## src/rtl/sram_like_slave_pkg.sv

```systemverilog
// rtl/sram_like_slave_pkg.sv - shared size encodings, head FSM states, request entry and byte-enable helper
package sram_like_slave_pkg;

   localparam logic [1:0] SIZE_BYTE = 2'b00;
   localparam logic [1:0] SIZE_HALF = 2'b01;
   localparam logic [1:0] SIZE_WORD = 2'b10;

   typedef enum logic [1:0] {
      ST_IDLE  = 2'd0,
      ST_WAIT  = 2'd1,
      ST_ISSUE = 2'd2,
      ST_RESP  = 2'd3
   } state_t;

   typedef struct packed {
      logic        wr;
      logic [1:0]  size;
      logic [31:0] addr;
      logic [31:0] wdata;
      logic [3:0]  wen;
   } req_t;

   localparam int REQ_W = $bits(req_t);

   // Low address bits beyond the size alignment are ignored rather than faulted.
   function automatic logic [3:0] byte_enables(input logic [1:0] size, input logic [1:0] addr_lo);
      logic [3:0] be;
      case (size)
         SIZE_BYTE: be = 4'b0001 << addr_lo;
         SIZE_HALF: be = addr_lo[1] ? 4'b1100 : 4'b0011;
         default:   be = 4'b1111;
      endcase
      return be;
   endfunction

endpackage

```

## src/rtl/sram_like_slave_if.sv

```systemverilog
// rtl/sram_like_slave_if.sv - SRAM-like request/response bus plus the synchronous SRAM port
interface sram_like_slave_if;
   logic        data_req;
   logic        data_wr;
   logic [1:0]  data_size;
   logic [31:0] data_addr;
   logic [31:0] data_wdata;
   logic        data_addr_ok;
   logic        data_data_ok;
   logic [31:0] data_rdata;

   logic        sram_en;
   logic [3:0]  sram_wen;
   logic [31:0] sram_addr;
   logic [31:0] sram_wdata;
   logic [31:0] sram_rdata;

   modport slave (
      input  data_req, data_wr, data_size, data_addr, data_wdata, sram_rdata,
      output data_addr_ok, data_data_ok, data_rdata,
      output sram_en, sram_wen, sram_addr, sram_wdata
   );

   modport master (
      output data_req, data_wr, data_size, data_addr, data_wdata, sram_rdata,
      input  data_addr_ok, data_data_ok, data_rdata,
      input  sram_en, sram_wen, sram_addr, sram_wdata
   );
endinterface

```

## src/rtl/sram_like_req_fifo.sv

```systemverilog
// rtl/sram_like_req_fifo.sv - synchronous request FIFO with full/empty flags and reset flush
module sram_like_req_fifo #(
   parameter int WIDTH = 71,
   parameter int DEPTH = 2
) (
   input  logic             clk,
   input  logic             rst,
   input  logic             push,
   input  logic [WIDTH-1:0] push_data,
   input  logic             pop,
   output logic [WIDTH-1:0] head,
   output logic             full,
   output logic             empty
);
   localparam int AW = (DEPTH > 1) ? $clog2(DEPTH) : 1;
   localparam int CW = $clog2(DEPTH + 1);

   logic [WIDTH-1:0] mem [DEPTH];
   logic [AW-1:0]    wr_ptr;
   logic [AW-1:0]    rd_ptr;
   logic [CW-1:0]    count;
   logic             do_push;
   logic             do_pop;

   function automatic logic [AW-1:0] ptr_inc(input logic [AW-1:0] p);
      return (p == AW'(DEPTH - 1)) ? '0 : p + 1'b1;
   endfunction

   // A full FIFO refuses pushes even in a cycle where it also pops.
   assign full    = (count == CW'(DEPTH));
   assign empty   = (count == '0);
   assign do_push = push & ~full;
   assign do_pop  = pop & ~empty;
   assign head    = mem[rd_ptr];

   always_ff @(posedge clk) begin
      if (do_push) begin
         mem[wr_ptr] <= push_data;
      end
   end

   always_ff @(posedge clk) begin
      if (rst) begin
         wr_ptr <= '0;
         rd_ptr <= '0;
         count  <= '0;
      end else begin
         if (do_push) begin
            wr_ptr <= ptr_inc(wr_ptr);
         end
         if (do_pop) begin
            rd_ptr <= ptr_inc(rd_ptr);
         end
         case ({do_push, do_pop})
            2'b10:   count <= count + CW'(1);
            2'b01:   count <= count - CW'(1);
            default: count <= count;
         endcase
      end
   end

endmodule

```

## src/rtl/sram_like_slave.sv

```systemverilog
// rtl/sram_like_slave.sv - SRAM-like responder: queues requests in order and runs each against a synchronous SRAM
module sram_like_slave
   import sram_like_slave_pkg::*;
#(
   parameter int FIFO_DEPTH = 2,
   parameter int LATENCY    = 0
) (
   input logic              clk,
   input logic              rst,
   sram_like_slave_if.slave bus
);
   localparam logic [3:0] LAT_LOAD = (LATENCY > 0) ? 4'(LATENCY - 1) : 4'd0;

   state_t     state;
   state_t     state_next;
   logic [3:0] wait_cnt;
   logic [3:0] wait_next;
   logic       fifo_full;
   logic       fifo_empty;
   logic       push;
   logic       pop;
   req_t       push_req;
   req_t       head;
   logic       unused_head;

   assign bus.data_addr_ok = ~rst & ~fifo_full;
   assign push             = bus.data_req & bus.data_addr_ok;

   assign push_req = '{
      wr:    bus.data_wr,
      size:  bus.data_size,
      addr:  bus.data_addr,
      wdata: bus.data_wdata,
      wen:   byte_enables(bus.data_size, bus.data_addr[1:0])
   };

   // Size and low address bits are fully consumed by the enables computed at push.
   assign unused_head = ^{head.size, head.addr[1:0]};

   sram_like_req_fifo #(
      .WIDTH (REQ_W),
      .DEPTH (FIFO_DEPTH)
   ) u_fifo (
      .clk       (clk),
      .rst       (rst),
      .push      (push),
      .push_data (push_req),
      .pop       (pop),
      .head      (head),
      .full      (fifo_full),
      .empty     (fifo_empty)
   );

   always_ff @(posedge clk) begin
      if (rst) begin
         state    <= ST_IDLE;
         wait_cnt <= '0;
      end else begin
         state    <= state_next;
         wait_cnt <= wait_next;
      end
   end

   // SRAM strobes decode the state register and the FIFO head only, so data_req never reaches them.
   always_comb begin
      state_next       = state;
      wait_next        = wait_cnt;
      pop              = 1'b0;
      bus.data_data_ok = 1'b0;
      bus.data_rdata   = '0;
      bus.sram_en      = 1'b0;
      bus.sram_wen     = '0;
      bus.sram_addr    = '0;
      bus.sram_wdata   = '0;
      case (state)
         ST_IDLE: begin
            // An entry being pushed this cycle counts, so an idle block issues on the next cycle.
            if (!fifo_empty || push) begin
               if (LATENCY > 0) begin
                  state_next = ST_WAIT;
                  wait_next  = LAT_LOAD;
               end else begin
                  state_next = ST_ISSUE;
               end
            end
         end
         ST_WAIT: begin
            if (wait_cnt == '0) begin
               state_next = ST_ISSUE;
            end else begin
               wait_next = wait_cnt - 4'd1;
            end
         end
         ST_ISSUE: begin
            bus.sram_en    = 1'b1;
            bus.sram_wen   = head.wr ? head.wen : 4'b0000;
            bus.sram_addr  = {head.addr[31:2], 2'b00};
            bus.sram_wdata = head.wdata;
            state_next     = ST_RESP;
         end
         ST_RESP: begin
            bus.data_data_ok = 1'b1;
            if (!head.wr) begin
               bus.data_rdata = bus.sram_rdata;
            end
            pop        = 1'b1;
            state_next = ST_IDLE;
         end
         default: begin
            state_next = ST_IDLE;
         end
      endcase
   end

endmodule

```

## src/flat_wrapper.sv

```systemverilog
// flat-port wrapper written by rule: the top's interface ports become plain ports
module sram_like_slave_flat import sram_like_slave_pkg::*;
#(
   parameter int FIFO_DEPTH = 2,
   parameter int LATENCY    = 0
)
  (clk, rst, bus_data_req, bus_data_wr, bus_data_size, bus_data_addr, bus_data_wdata, bus_sram_rdata, bus_data_addr_ok, bus_data_data_ok, bus_data_rdata, bus_sram_en, bus_sram_wen, bus_sram_addr, bus_sram_wdata);
  sram_like_slave_if bus_i ();
  input logic clk;
  input logic rst;
  input wire logic [$bits(bus_i.data_req)-1:0] bus_data_req;
  input wire logic [$bits(bus_i.data_wr)-1:0] bus_data_wr;
  input wire logic [$bits(bus_i.data_size)-1:0] bus_data_size;
  input wire logic [$bits(bus_i.data_addr)-1:0] bus_data_addr;
  input wire logic [$bits(bus_i.data_wdata)-1:0] bus_data_wdata;
  input wire logic [$bits(bus_i.sram_rdata)-1:0] bus_sram_rdata;
  output wire logic [$bits(bus_i.data_addr_ok)-1:0] bus_data_addr_ok;
  output wire logic [$bits(bus_i.data_data_ok)-1:0] bus_data_data_ok;
  output wire logic [$bits(bus_i.data_rdata)-1:0] bus_data_rdata;
  output wire logic [$bits(bus_i.sram_en)-1:0] bus_sram_en;
  output wire logic [$bits(bus_i.sram_wen)-1:0] bus_sram_wen;
  output wire logic [$bits(bus_i.sram_addr)-1:0] bus_sram_addr;
  output wire logic [$bits(bus_i.sram_wdata)-1:0] bus_sram_wdata;
  assign bus_i.data_req = bus_data_req;
  assign bus_i.data_wr = bus_data_wr;
  assign bus_i.data_size = bus_data_size;
  assign bus_i.data_addr = bus_data_addr;
  assign bus_i.data_wdata = bus_data_wdata;
  assign bus_i.sram_rdata = bus_sram_rdata;
  assign bus_data_addr_ok = bus_i.data_addr_ok;
  assign bus_data_data_ok = bus_i.data_data_ok;
  assign bus_data_rdata = bus_i.data_rdata;
  assign bus_sram_en = bus_i.sram_en;
  assign bus_sram_wen = bus_i.sram_wen;
  assign bus_sram_addr = bus_i.sram_addr;
  assign bus_sram_wdata = bus_i.sram_wdata;
  sram_like_slave #(.FIFO_DEPTH(FIFO_DEPTH), .LATENCY(LATENCY)) u_core (.clk(clk), .rst(rst), .bus(bus_i));
endmodule
```

## config.mk

```make
export PLATFORM = sky130hd
export DESIGN_NAME = sram_like_slave_flat
export DESIGN_NICKNAME = d
export VERILOG_FILES = /design/src/rtl/sram_like_slave_pkg.sv /design/src/rtl/sram_like_slave_if.sv /design/src/rtl/sram_like_req_fifo.sv /design/src/rtl/sram_like_slave.sv /design/src/flat_wrapper.sv
export SDC_FILE = /design/constraint.sdc
export NUM_CORES = 1
export LEC_CHECK = 0
export BUFFER_PORTS_ARGS = -buffer_cell sky130_fd_sc_hd__buf_2
export CAP_MARGIN = 10
export CORE_ASPECT_RATIO = 2
export CORE_UTILIZATION = 55
export DETAILED_ROUTE_END_ITERATION = 10
export GPL_ROUTABILITY_DRIVEN = 0
export GPL_TIMING_DRIVEN = 1
export PLACE_DENSITY = 0.85
export REMOVE_ABC_BUFFERS = 1
export SYNTH_ARGS = -nofsm -noshare
export SYNTH_HDL_FRONTEND = slang
export SYNTH_HIERARCHICAL = 1
export SYNTH_SLANG_ARGS = --single-unit
```

## constraint.sdc

```tcl
create_clock -name clk -period 5.95 [get_ports clk]
set_clock_uncertainty 0.05 [all_clocks]
set_input_delay 0.8925 -clock clk [delete_from_list [all_inputs] [get_ports clk]]
set_output_delay 0.8925 -clock clk [all_outputs]
set_load 0.01 [all_outputs]
```

======== Yosys cells after proc, flatten, opt, wreduce, memory -nomap -nowiden ========
Memories as Yosys holds them, arrays and structs flattened. A register that Yosys moved wholly into a read port is not among the register bits.
Index checks and enable logic that the tools add are counted.
Widths: inputs -> output; s select.
storage, ports and cells
  memory bits (writable) .................. 142
  memories kept ........................... 1
  output and inout port bits .............. 103
  register bits after elaboration ......... 10
  logic and storage cells ................. 58
  input port bits ......................... 102
memory list
  memory             words  width  read ports  clocked after memory_dff  write ports  RTL line                  text
  u_core.u_fifo.mem  2      71     1           1                         1            sram_like_req_fifo.sv:18  logic [WIDTH-1:0] mem [DEPTH];
operators by class
  reduce and logical (&&, ||, !) cells .... 9
  $add $sub $neg .......................... 5
  shift operators ......................... 1
  multiplexer cells ....................... 20
  bitwise operators ....................... 8
  equality and inequality tests ........... 9
operators by type and width
  operator             count
  $mux 32              4
  $mux 4               3
  $eq 2x2->1 const B   4
  $mux 1               8
  $pmux 2 s4           1
  $pmux 4 s2           1
  $eq 2x1->1 const B   3
  $logic_not 2->1      3
  $and 1x1->1          4
  $logic_not 4->1      1
  $mux 2               2
  $ne 2x1->1 const B   2
  $not 1->1            4
  $pmux 2 s2           1
  $reduce_and 2->1     2
  $shl 1x2->4 const A  1
  $sub 4x1->4 const B  1
  $add 1x1->1 const B  2
  $add 2x1->2 const B  1
  $reduce_bool 2->1    1
  $sub 2x1->2 const B  1
  $logic_not 1->1      1
  $logic_or 1x1->1     1

======== Logic depth before layout (Yosys ltp) ========
Gate-level depths: netlist of run 1.
  depth in word-level cells ............... 7
  mapped depth ............................ 10
  gate-level depth less buffers ........... 10

======== Hierarchy ========
Netlist of run 1, hierarchy kept.
by module, submodules not included
  module              seq. area each (um^2)  cells each  instances  area each (um^2)
  sram_like_req_fifo  4364.2                 247         1          5326.4
  sram_like_slave     120.1                  154         1          1096.1

======== Worst setup path after synthesis of run 1 ========
OpenSTA, ideal clock, no wires.
  path type ............................... input port to flip-flop
  start point ............................. input rst
  end point ............................... memory u_core.u_fifo.mem[0][0] (enable)
  path buffers ............................ 1
  library setup time ...................... 425 ps
  setup slack ............................. 2378 ps
  arrival time ............................ 3097 ps
  stages on the path ...................... 7
  data required time ...................... 5475 ps
  cell sequence ........................... buf_6 > nor2_2 > nand2_1 > inv_1 > inv_1 > or3_1 > inv_1
on the way
  cells in the longest elaborated chain, start to end .. 6
ends and longest elaborated chain
  element                       RTL line                  text
  start: declaration            flat_wrapper.sv:10        input logic rst;
  $not 1->1                     sram_like_slave.sv:26     assign bus.data_addr_ok = ~rst & ~fifo_full;
  $and 1x1->1                   sram_like_slave.sv:26
  named net bus_data_addr_ok    flat_wrapper.sv:17        output wire logic [$bits(bus_i.data_addr_ok)-1:0] bus_data_addr_ok;
  $and 1x1->1                   sram_like_slave.sv:27     assign push = bus.data_req & bus.data_addr_ok;
  named net u_core.push         sram_like_slave.sv:20     logic push;
  $and 1x1->1                   sram_like_req_fifo.sv:32  assign do_push = push & ~full;
  $mux 1                        sram_like_req_fifo.sv:37  if (do_push) begin
  $mux 1 (not written as such)  sram_like_req_fifo.sv:38  mem[wr_ptr] <= push_data;
  end: declaration              sram_like_req_fifo.sv:18
The timed path passes the listed nets, and every way through them passes these cells.

==> results.cfg, run 1 <==
[power_and_ir_drop]
clockPowerShare = 0.421
p_sw_frac = 0.212
power.switching_mw = 0.515
vdd_drop_max_uv = 232
combinationalPowerShare = 0.099
power_density_nw_per_um2 = 311
intPower_mw = 1.92
seq_power_share = 0.481
total_leakage_power_nw = 3.26

[layout]
area_delta_synth_final_pct = 27.4
fill_cells = 724
seq_area_um2 = 4250
multiInputGateArea_um2 = 1740
final_cell_area_um2 = 7820
fin_nets = 698
drive_gt1_frac = 0.539

[timing]
worst-slew-pin-transition_ns = 0.859
max_freq_mhz = 325
tns_ns = 0
fin_crit_sh = 0.517
rsz0062_at_grt = false
setup_viol = 0
post-route-min-period_ns = 3.08
drv_slew = 0
hold_violations = 0
slew-limit-headroom = 0.427

[clock_tree]
numCtsBuffers = 17
ctsHoldBuffers = 0
clockBufferDepth = 2
post_cts_buffers = 0
clock_sinks = 145
insertion_delay_ns = 0.40
cts.clk_slew.worst_paths_ns = 0.05
htreeDepth = 4
cts_resized = 0
clock-root-buffer = clkbuf_16
tritoncts = yes

[worst_setup_path]
start_kind = flop
worstSetupPathType = flop to primary output
crit_path_end_kind = primary output
arrival_ns = 2.14
critical_path_required_ns = 5.01
r2r-start = u_core/u_fifo/count[0]
crit_fanout = 66

[floorplan]
die_w_um = 76.7
coreArea_um2 = 10900
rows = 54
die_area_um2 = 11600
start_util = 0.564
io-pin-count = 205
die_h_um = 151

[detailed_routing]
drtPass1Iterations = 5
wirelength_mm = 12.4
drt_iter0_drc = 163
drc = 0
ant_nets = 0
wl_per_cell_um = 16.6
num_vias = 3814
viasPerCell = 5.11

[grt]
grt_start_max_net_pins = 69
grt_overflow_total = 0
antenna_found_initial = 1
grt_pass1_vias = 3812
grt_pass1_wl_mm = 18.1
grt_usage = 0.213

[synth]
syn-instance-count = 389
yosys_warnings = 6
syn_area_um2 = 6140
syn_area_per_cell_um2 = 15.8

[place]
port_buffers = 202
dp_hpwl_mm = 8.49
place_area_um2 = 7220

[hold_path]
min-delay-path-class = flop to flop
worstHoldStart = u_core/u_fifo/wr_ptr

[outcome]
status = completed

[run]
drv_cap = 0
[worst paths after layout]
check                                  end  slack, ns  cells past startpoint
setup reg to reg  u_core/u_fifo/mem[0][19]       3.01                      9
hold / removal        u_core/u_fifo/wr_ptr       0.45                      2
hold reg to reg       u_core/u_fifo/wr_ptr       0.45                      2
setup / recovery        bus_sram_wdata[18]       2.87                      4
[registers in the layout, summed over array words and instances, names as in the netlist, named ones only]
signal,flops
u_core/state,2
u_core/u_fifo/count,2
u_core/u_fifo/mem,134
u_core/u_fifo/rd_ptr,1
u_core/u_fifo/wr_ptr,1
u_core/wait_cnt,4
[layout make-up]
class	instances	area share
timing repair buffer	206	0.135
sequential	145	0.543
clock buffer	18	0.0549
tap	140	0.0224
antenna	1	0.000320
multi-input combinational	217	0.223
inverter	7	0.00336
clock inverter	12	0.0184
[routing by layer]
metal | global-route usage | part of all wire | vias up
met3 | 0.0488 | 0.044 | 28
met4 | 0.126 | 0.042 | 0
met2 | 0.416 | 0.58 | 163
met5 | 0 | 0 | -
met1 | 0.196 | 0.34 | 1825
li1 | - | - | 1798
[power groups by stage]
stage / registers [mW] / logic (mW) / clock network [mW]
floorplan: 1.19 / 0.121 / 0
global placement: 1.19 / 0.232 / 0
detailed placement: 1.19 / 0.237 / 0
CTS: 1.17 / 0.238 / 1.04
global route: 1.17 / 0.260 / 1.09
finish: 1.17 / 0.240 / 1.02
[critical path, cell delays in order, from the launching register on]
cell and delay [ns]:
dfxtp_2 0.32, buf_4 0.68, mux2_2 0.41, and2_1 0.16
buf_2 0.14
[through the flow]
step                 util  hold WS, ns  total power [mW]  instances  setup slack [ns]
global placement    0.664        0.420              1.42        714              2.67
global route        0.719        0.466              2.52        746              2.74
floorplan               -        0.402              1.31        369              2.27
CTS                 0.717        0.441              2.45        744              2.71
detailed placement  0.664        0.432              1.43        714              2.60
finish              0.719        0.447              2.43        746              2.87
[placed cells by master, fill, tap and decap left out, types with 3 or more instances in the layout]
cell / count
bufinv_16: 3
mux2_2: 70
dfxtp_1: 10
and2_1: 81
and2_2: 13
inv_1: 5
clkbuf_16: 17
buf_2: 202
nor2_1: 11
clkinv_1: 3
and3_1: 4
buf_4: 3
edfxtp_1: 134
Power figures use the tool's default switching activity.
==> run 2, diff against run 1 <==
CORE_UTILIZATION = 51   (was 55)
PLACE_DENSITY = 0.8   (was 0.85)
clock period = 2.9 ns   (was 5.95 ns; I/O delays follow)
==> results.cfg, run 2 (synthesized netlist as in run 1, its figures left out) <==
[detailed_routing]
drt_iter0_drc = 200
ant_nets = 0
num_vias = 3871
drc = 0
wl_per_cell_um = 16.9
viasPerCell = 5.12
drtPass1Iterations = 4
wirelength_mm = 12.8

[place]
port_buffers = 202
dp_hpwl_mm = 9.08
pre_cts_ws_ns = 0.635

[layout]
top_regs = u_core/u_fifo/mem: 134 flops, u_core/wait_cnt: 4 flops
drive_gt1_frac = 0.543
regMostFlops = u_core/u_fifo/mem
area_delta_synth_final_pct = 28.5
mostFrequentLayoutCells = buf_2 (202), edfxtp_1 (134), and2_1 (81), mux2_2 (70), clkbuf_16 (17)
final_common_cell = buf_2
largest_reg_flops = 134
fin_nets = 701

[grt]
grt_usage = 0.212
grt_pass1_wl_mm = 19.0
antenna_found_initial = 1
grt_pass1_vias = 3974
grt_start_max_net_pins = 49
grt_overflow_total = 0

[clock_tree]
clock_sinks = 145
cts.clk_slew.worst_paths_ns = 0.06
clockBufferDepth = 2
insertion_delay_ns = 0.40
tritoncts = yes
numCtsBuffers = 17
htreeDepth = 4
cts_resized = 0
post_cts_buffers = 0
clock-root-buffer = clkbuf_16
ctsHoldBuffers = 0

[floorplan]
die_area_um2 = 12500
rows = 56
io-pin-count = 205
die_h_um = 157
start_util = 0.524
coreArea_um2 = 11700
die_w_um = 79.6

[worst_setup_path]
crit_path_end_kind = primary output
critical_path_required_ns = 2.41
worstSetupPathType = flop to primary output
crit_fanout = 32
arrival_ns = 2.17
start_kind = flop

[timing]
setup_viol = 0
fin_crit_sh = 0.917
hold_violations = 0
worst_slack_ns = 0.240
rsz0062_at_grt = false
worst-slew-pin-transition_ns = 0.620
tns_ns = 0
post-route-min-period_ns = 2.66
drv_slew = 0
slew-limit-headroom = 0.586
max_freq_mhz = 376

[power_and_ir_drop]
vdd_drop_max_uv = 459
finalPower_mw = 5.06
total_leakage_power_nw = 3.30
power_density_nw_per_um2 = 642

[outcome]
status = completed

[run]
drv_cap = 0

[hold_path]
min-delay-path-class = primary input to flop
==> run 2: metrics by stage <==
stage / std cells / hold WS [ns] / util / instance area, µm²
floorplan: 369 / 0.402 / - / 6010
global placement: 723 / 0.416 / 0.623 / 7290
detailed placement: 723 / 0.429 / 0.623 / 7290
CTS: 755 / 0.145 / 0.674 / 7880
global route: 756 / 0.149 / 0.674 / 7890
finish: 756 / 0.162 / 0.674 / 7890
==> run 2: path summary, 6_finish.rpt <==
path                              end  depth (start not counted)  slack [ns]                    from
min          u_core/u_fifo/mem[1][49]                          1        0.16       bus_data_addr[13]
max                bus_data_rdata[27]                          4        0.24                    flop
max reg2reg  u_core/u_fifo/mem[0][43]                          9        0.80  u_core/u_fifo/count[0]
min reg2reg      u_core/u_fifo/wr_ptr                          2        0.44    u_core/u_fifo/wr_ptr
==> run 2: power breakdown <==
part	leakage, nW	switching [mW]	total (mW)	internal [mW]
sequential	1.32	0.0265	2.40	2.37
clock	0.287	0.809	2.17	1.36
combinational	1.69	0.261	0.496	0.235
total	3.30	1.10	5.06	3.97
==> run 2: final cells by class <==
type / instances / area (µm²)
multi-input combinational: 217 / 1740
clock inverter: 12 / 159
sequential: 145 / 4250
clock buffer: 20 / 437
inverter: 7 / 26.3
timing repair buffer: 209 / 1090
antenna: 1 / 2.50
fill: 856 / 3820
tap: 145 / 181
==> run 2: critical path: stages, from the launching register on <==
cell     delay [ns]
dfxtp_4        0.55
mux2_2         0.44
nor2b_4        0.42
and2_2         0.23
buf_2          0.12
==> run 2: metal layers <==
| layer | vias up | share of wire | track usage |
|---|---|---|---|
| met4 | 0 | 0.038 | 0.122 |
| met1 | 1854 | 0.32 | 0.196 |
| met5 | - | 0 | 0 |
| met3 | 31 | 0.062 | 0.0481 |
| met2 | 175 | 0.58 | 0.405 |
| li1 | 1811 | - | - |
